[src/rtl/hardwired_control_unit.sv]
// rtl/hardwired_control_unit.sv - Moore control sequencer: fetch, decode and ALU execute T-steps
// Outputs are decoded from the state register and the opcode latched at the end of T2.
module hardwired_control_unit #(
  parameter int OPW = 5,
  parameter int IRW = 32
) (
  input  logic           clk,
  input  logic           reset,
  input  logic           stop,
  input  logic [IRW-1:0] IR_Data,
  output logic           PC_select,
  output logic           Z_LO_select,
  output logic           Z_HI_select,
  output logic           MDR_select,
  output logic           MAR_enable,
  output logic           MDR_enable,
  output logic           read,
  output logic           IR_enable,
  output logic           PC_enable,
  output logic           PC_increment_enable,
  output logic           Y_enable,
  output logic           Z_enable,
  output logic           LO_enable,
  output logic           HI_enable,
  output logic           gra,
  output logic           grb,
  output logic           grc,
  output logic           r_in,
  output logic           r_out,
  output logic [OPW-1:0] alu_instruction,
  output logic           run,
  output logic [3:0]     state
);

  typedef enum logic [3:0] {
    S_IDLE = 4'd0,
    S_T0   = 4'd7,
    S_T1   = 4'd8,
    S_T2   = 4'd9,
    S_T3   = 4'd10,
    S_T4   = 4'd11,
    S_T5   = 4'd12,
    S_T6   = 4'd13,
    S_HALT = 4'd14
  } state_t;

  localparam logic [OPW-1:0] OP_ADD  = 5'b00011;
  localparam logic [OPW-1:0] OP_ROL  = 5'b01011;
  localparam logic [OPW-1:0] OP_MUL  = 5'b01111;
  localparam logic [OPW-1:0] OP_DIV  = 5'b10000;
  localparam logic [OPW-1:0] OP_NEG  = 5'b10001;
  localparam logic [OPW-1:0] OP_NOT  = 5'b10010;
  localparam logic [OPW-1:0] OP_HALT = 5'b11011;

  state_t         state_q;
  state_t         state_d;
  logic [OPW-1:0] op_q;
  logic           stop_req;

  logic is_binary;
  logic is_muldiv;
  logic is_unary;
  logic is_halt;

  // Only the opcode field of the instruction matters to the sequencer.
  logic unused_ir_bits;
  assign unused_ir_bits = ^IR_Data[IRW-OPW-1:0];

  always_ff @(posedge clk) begin
    if (reset) begin
      state_q  <= S_IDLE;
      op_q     <= '0;
      stop_req <= 1'b0;
    end else begin
      state_q <= state_d;
      if (state_q == S_T2) begin
        op_q <= IR_Data[IRW-1 -: OPW];
      end
      if (stop && (state_q != S_IDLE)) begin
        stop_req <= 1'b1;
      end
    end
  end

  // add..rol are a contiguous opcode range; everything unrecognised falls through as nop.
  assign is_binary = (op_q >= OP_ADD) && (op_q <= OP_ROL);
  assign is_muldiv = (op_q == OP_MUL) || (op_q == OP_DIV);
  assign is_unary  = (op_q == OP_NEG) || (op_q == OP_NOT);
  assign is_halt   = (op_q == OP_HALT);

  assign state = state_q;

  always_comb begin
    state_d             = S_IDLE;
    PC_select           = 1'b0;
    Z_LO_select         = 1'b0;
    Z_HI_select         = 1'b0;
    MDR_select          = 1'b0;
    MAR_enable          = 1'b0;
    MDR_enable          = 1'b0;
    read                = 1'b0;
    IR_enable           = 1'b0;
    PC_enable           = 1'b0;
    PC_increment_enable = 1'b0;
    Y_enable            = 1'b0;
    Z_enable            = 1'b0;
    LO_enable           = 1'b0;
    HI_enable           = 1'b0;
    gra                 = 1'b0;
    grb                 = 1'b0;
    grc                 = 1'b0;
    r_in                = 1'b0;
    r_out               = 1'b0;
    alu_instruction     = '0;
    run                 = 1'b0;

    case (state_q)
      S_IDLE: begin
        state_d = S_T0;
      end
      S_T0: begin
        run                 = 1'b1;
        PC_select           = 1'b1;
        MAR_enable          = 1'b1;
        PC_increment_enable = 1'b1;
        Z_enable            = 1'b1;
        state_d             = S_T1;
      end
      S_T1: begin
        run         = 1'b1;
        Z_LO_select = 1'b1;
        PC_enable   = 1'b1;
        read        = 1'b1;
        MDR_enable  = 1'b1;
        state_d     = S_T2;
      end
      S_T2: begin
        run        = 1'b1;
        MDR_select = 1'b1;
        IR_enable  = 1'b1;
        state_d    = S_T3;
      end
      S_T3: begin
        run = 1'b1;
        if (is_binary || is_muldiv) begin
          grb      = 1'b1;
          r_out    = 1'b1;
          Y_enable = 1'b1;
          state_d  = S_T4;
        end else if (is_unary) begin
          state_d = S_T4;
        end else if (is_halt) begin
          state_d = S_HALT;
        end else begin
          state_d = stop_req ? S_HALT : S_T0;
        end
      end
      S_T4: begin
        run             = 1'b1;
        r_out           = 1'b1;
        Z_enable        = 1'b1;
        alu_instruction = op_q;
        if (is_unary) begin
          grb = 1'b1;
        end else begin
          grc = 1'b1;
        end
        state_d = S_T5;
      end
      S_T5: begin
        run         = 1'b1;
        Z_LO_select = 1'b1;
        if (is_muldiv) begin
          LO_enable = 1'b1;
          state_d   = S_T6;
        end else begin
          gra     = 1'b1;
          r_in    = 1'b1;
          state_d = stop_req ? S_HALT : S_T0;
        end
      end
      S_T6: begin
        run         = 1'b1;
        Z_HI_select = 1'b1;
        HI_enable   = 1'b1;
        state_d     = stop_req ? S_HALT : S_T0;
      end
      S_HALT: begin
        state_d = S_HALT;
      end
      default: begin
        state_d = S_IDLE;
      end
    endcase
  end

endmodule

[config.mk]
export PLATFORM = sky130hd
export DESIGN_NAME = hardwired_control_unit
export DESIGN_NICKNAME = d
export VERILOG_FILES = /design/src/rtl/hardwired_control_unit.sv
export SDC_FILE = /design/constraint.sdc
export NUM_CORES = 1
export LEC_CHECK = 0
export ABC_AREA = 1
export BUFFER_PORTS_ARGS = -buffer_cell sky130_fd_sc_hd__buf_2
export CAP_MARGIN = 30
export CORE_MARGIN = 8
export CORE_UTILIZATION = 41
export CTS_CLUSTER_SIZE = 40
export DETAILED_ROUTE_END_ITERATION = 12
export PLACE_DENSITY_LB_ADDON = 0.08
export SYNTH_ARGS = -nofsm -noshare
export SYNTH_HDL_FRONTEND = slang
export SYNTH_SLANG_ARGS = --single-unit
[constraint.sdc]
create_clock -name clk -period 1.7 [get_ports clk]
set_input_delay 0.085 -clock clk [delete_from_list [all_inputs] [get_ports clk]]
set_output_delay 0.085 -clock clk [all_outputs]
set_load 0.01 [all_outputs]
==> results.py <==
metrics = {
    "outcome": {
        "outcome": "finished, final reports clean",
    },
    "global_routing": {
        "grt_max_degree": 12,
        "grt_util_met1": 0.1585,
        "antenna_found_initial": 0,
        "met2_usage": 0.1862,
        "grt_use_met3": 0.03640,
        "gr-total-overflow": 0,
        "grt_pass1_vias": 806,
        "top_usage_layer": "met2",
        "grtUsageTotal": 0.1224,
        "grt_pass1_wl_mm": 3.470,
    },
    "pwr": {
        "clkPwrFrac": 0.289,
        "switchingPower_w": 0.0002686,
        "switching_share": 0.3595,
        "total_power_w": 0.0007471,
        "peakVddDrop_v": 0.0004372,
        "power_density_nw_per_um2": 771.4,
        "internal_power_w": 0.0004785,
        "pwr-share-seq": 0.408,
        "p_comb_frac": 0.302,
        "power.leakage_nw": 0.5889,
    },
    "setup_path": {
        "cp_data_arrival_time_ns": 1.46,
        "worstSetupPathType": "reg2out",
        "crit_buf_inv": 2,
        "worstPathRequired_ns": 1.62,
        "cpMaxStageDelayCell": "dfxtp_1",
        "critPathMaxStageDelay_ns": 0.34,
        "crit_family": "simple AND/OR/NAND/NOR gates",
        "path_common_cell": "nand2_1",
        "path_max_fanout": 4,
        "cp-end-kind": "output pin",
        "crit_chain": "nor2_1, nand3_1, nand2_1, nor2_4, inv_1, nand2_1, o21ai_0, buf_2",
        "worstSetupStartpointType": "flip-flop",
    },
    "layout": {
        "multi_input_area_sq_um": 429.2,
        "antennaDiodeCount": 0,
        "regArea_sq_um": 201.4,
        "nFillCells": 212,
        "num-nets-final": 193,
        "fin_area_sq_um": 968.4,
        "final_layout_size_suffix_gt1_frac": 0.3949,
        "area_growth_syn_to_layout_pct": 23.84,
    },
    "die": {
        "core.rowCount": 15,
        "dieArea_sq_um": 3561,
        "core_sq_um": 1764,
        "die_h_um": 59.67,
        "initial_core_util": 0.4433,
        "die_x_um": 59.67,
        "ios": 64,
    },
    "timing": {
        "drv_slew": 0,
        "fin_crit_ns": 1.547,
        "timing.fmax_mhz": 646.2,
        "finalCritPeriodShare": 0.9102,
        "setup_viol": 0,
        "tightest_slew_ns": 0.2633,
        "slew_headroom": 0.8242,
        "fin_setup_tns_ns": 0,
        "skew_ns": 0.002895,
        "rsz0062_at_grt": "no",
        "hold_viol_final": 0,
    },
    "cts": {
        "cts_hold_buf": 0,
        "insertion_delay_ns": 0.27,
        "clockRootBuffer": "clkbuf_4",
        "cts_buffers": 3,
        "h-tree-depth": 1,
        "clk_pin_slew_ns": 0.07,
        "cts_sinks": 10,
        "cts_tree": "done",
        "cts_buffer_depth": 2,
    },
    "yosys": {
        "async_reset_ff_frac": 0,
        "yosys_warnings": 0,
        "syn_area_sq_um": 782.0,
        "synth_edf_count": 0,
        "ys_seq_elements": 10,
        "yosysSeqAreaShare": 0.2560,
        "syn_nets": 161,
        "yosysUniqueCellTypes": 19,
        "ys.flop_type": "dfxtp_1",
        "synth_cells": 126,
        "syn-mean-instance-area_sq_um": 6.206,
    },
    "routing": {
        "dr.pass1.iters": 4,
        "first_iter_violations": 21,
        "routedWlPerCell_um": 11.38,
        "route.detailed.drc": 0,
        "num_vias": 845,
        "viasPerCell": 4.643,
        "drtAntennaViolNets": 0,
        "drt_wl_total_mm": 2.071,
    },
    "placed_design": {
        "place_area_sq_um": 925.9,
        "place.gp.congestion": 0.8215,
        "hpwlAfterDp_mm": 1.679,
        "portBuffers": 36,
    },
    "run": {
        "cap_violations": 0,
    },
    "min_path": {
        "hold_class": "in2reg",
    },
}
[through the flow]
stage | utilization | instances | hold WS [ns] | setup WS [ns]
floorplan | - | 126 | 0.2420 | 0.4514
global placement | 0.5248 | 178 | 0.3607 | 0.4147
detailed placement | 0.5248 | 178 | 0.3690 | 0.4147
CTS | 0.5454 | 182 | 0.08682 | 0.1197
global route | 0.5489 | 182 | 0.1146 | 0.006932
finish | 0.5489 | 182 | 0.09624 | 0.1526
[sequential cells by signal, summed over array words and instances, names as in the netlist]
signal    cells
stop_req      1
op_q          5
state         4
[power by group through the flow]
stage          Sequential (W)  Clock (W)  Combinational, W
3_5_place_dp         0.000310          0          0.000223
4_1_cts              0.000305   0.000221          0.000226
5_1_grt              0.000312   0.000232          0.000258
6_report             0.000305   0.000216          0.000226
2_1_floorplan        0.000314          0          0.000152
3_3_place_gp         0.000310          0          0.000220
[worst paths after layout]
check                                           start                     to  slack (ns)  cells past startpoint
worst max register to register   op_q[3]$_SDFFE_PP0P_    state[3]$_SDFF_PP0_        0.48                      7
worst max-delay path             op_q[3]$_SDFFE_PP0P_                    grb        0.15                      8
worst min-delay path                             stop  stop_req$_SDFFE_PP0P_         0.1                      3
worst min register to register  stop_req$_SDFFE_PP0P_  stop_req$_SDFFE_PP0P_        0.52                      2
[synth_stat cells, types with 2 or more instances]
library cell	n	area, sq um
inv_2	6	22.52
nand2_2	3	18.77
nand2_1	25	93.84
dfxtp_1	10	200.2
buf_4	7	52.55
inv_1	18	67.56
a21oi_2	2	17.52
nor2_2	3	18.77
a21oi_1	4	20.02
nand3_1	7	35.03
a211oi_2	5	62.56
o21ai_0	7	35.03
nor2_1	23	86.33
[what timing repair did]
action	CTS	global route
endpoints found under the setup margin	0	1
endpoints found under the hold margin	0	0
setup buffers	0	0
gates resized for setup	0	2
[kinds of logic (layout without fill, tap and decap cells)]
family                 after synthesis  count (layout)  share of synthesized area
buffers and inverters               33              64                     0.2016
AOI/OAI and AO/OA                   19              19                     0.1856
DFF                                 10              10                     0.2560
and+or+nand+nor                     64              64                     0.3568
[area by class of cell]
| cell class | count | share of cell area |
|---|---|---|
| Clock buffer | 4 | 0.03747 |
| Timing Repair Buffer | 36 | 0.1860 |
| Inverter | 24 | 0.09302 |
| Sequential cell | 10 | 0.2080 |
| Tap cell | 25 | 0.03230 |
| Multi-Input combinational cell | 83 | 0.4432 |
[layer usage]
metal | up-vias | wire, um
met3 | 4 | 140
met2 | 24 | 927
met5 | - | 0
li1 | 444 | -
met1 | 373 | 979
met4 | 0 | 23
[worst min-delay path: stages]
cell and delay (ns):
buf_2 0.10, o21ai_0 0.07, a21oi_1 0.06
[placed cells by master, fill, tap and decap left out]
cell and count:
nand2_1 25, nor2_2 2, clkbuf_4 3, nor2_1 23
nor2_4 2, nand3_2 1, a211oi_2 5, nand3_1 7
buf_2 36, dfxtp_1 9, inv_2 6, o21ai_0 7
nand2_2 3, nor3_1 1, a21oi_2 2, inv_1 18
clkbuf_8 1, o211a_1 1, a21oi_1 4, dfxtp_2 1
Note: power is estimated with default switching activity, not from simulation.
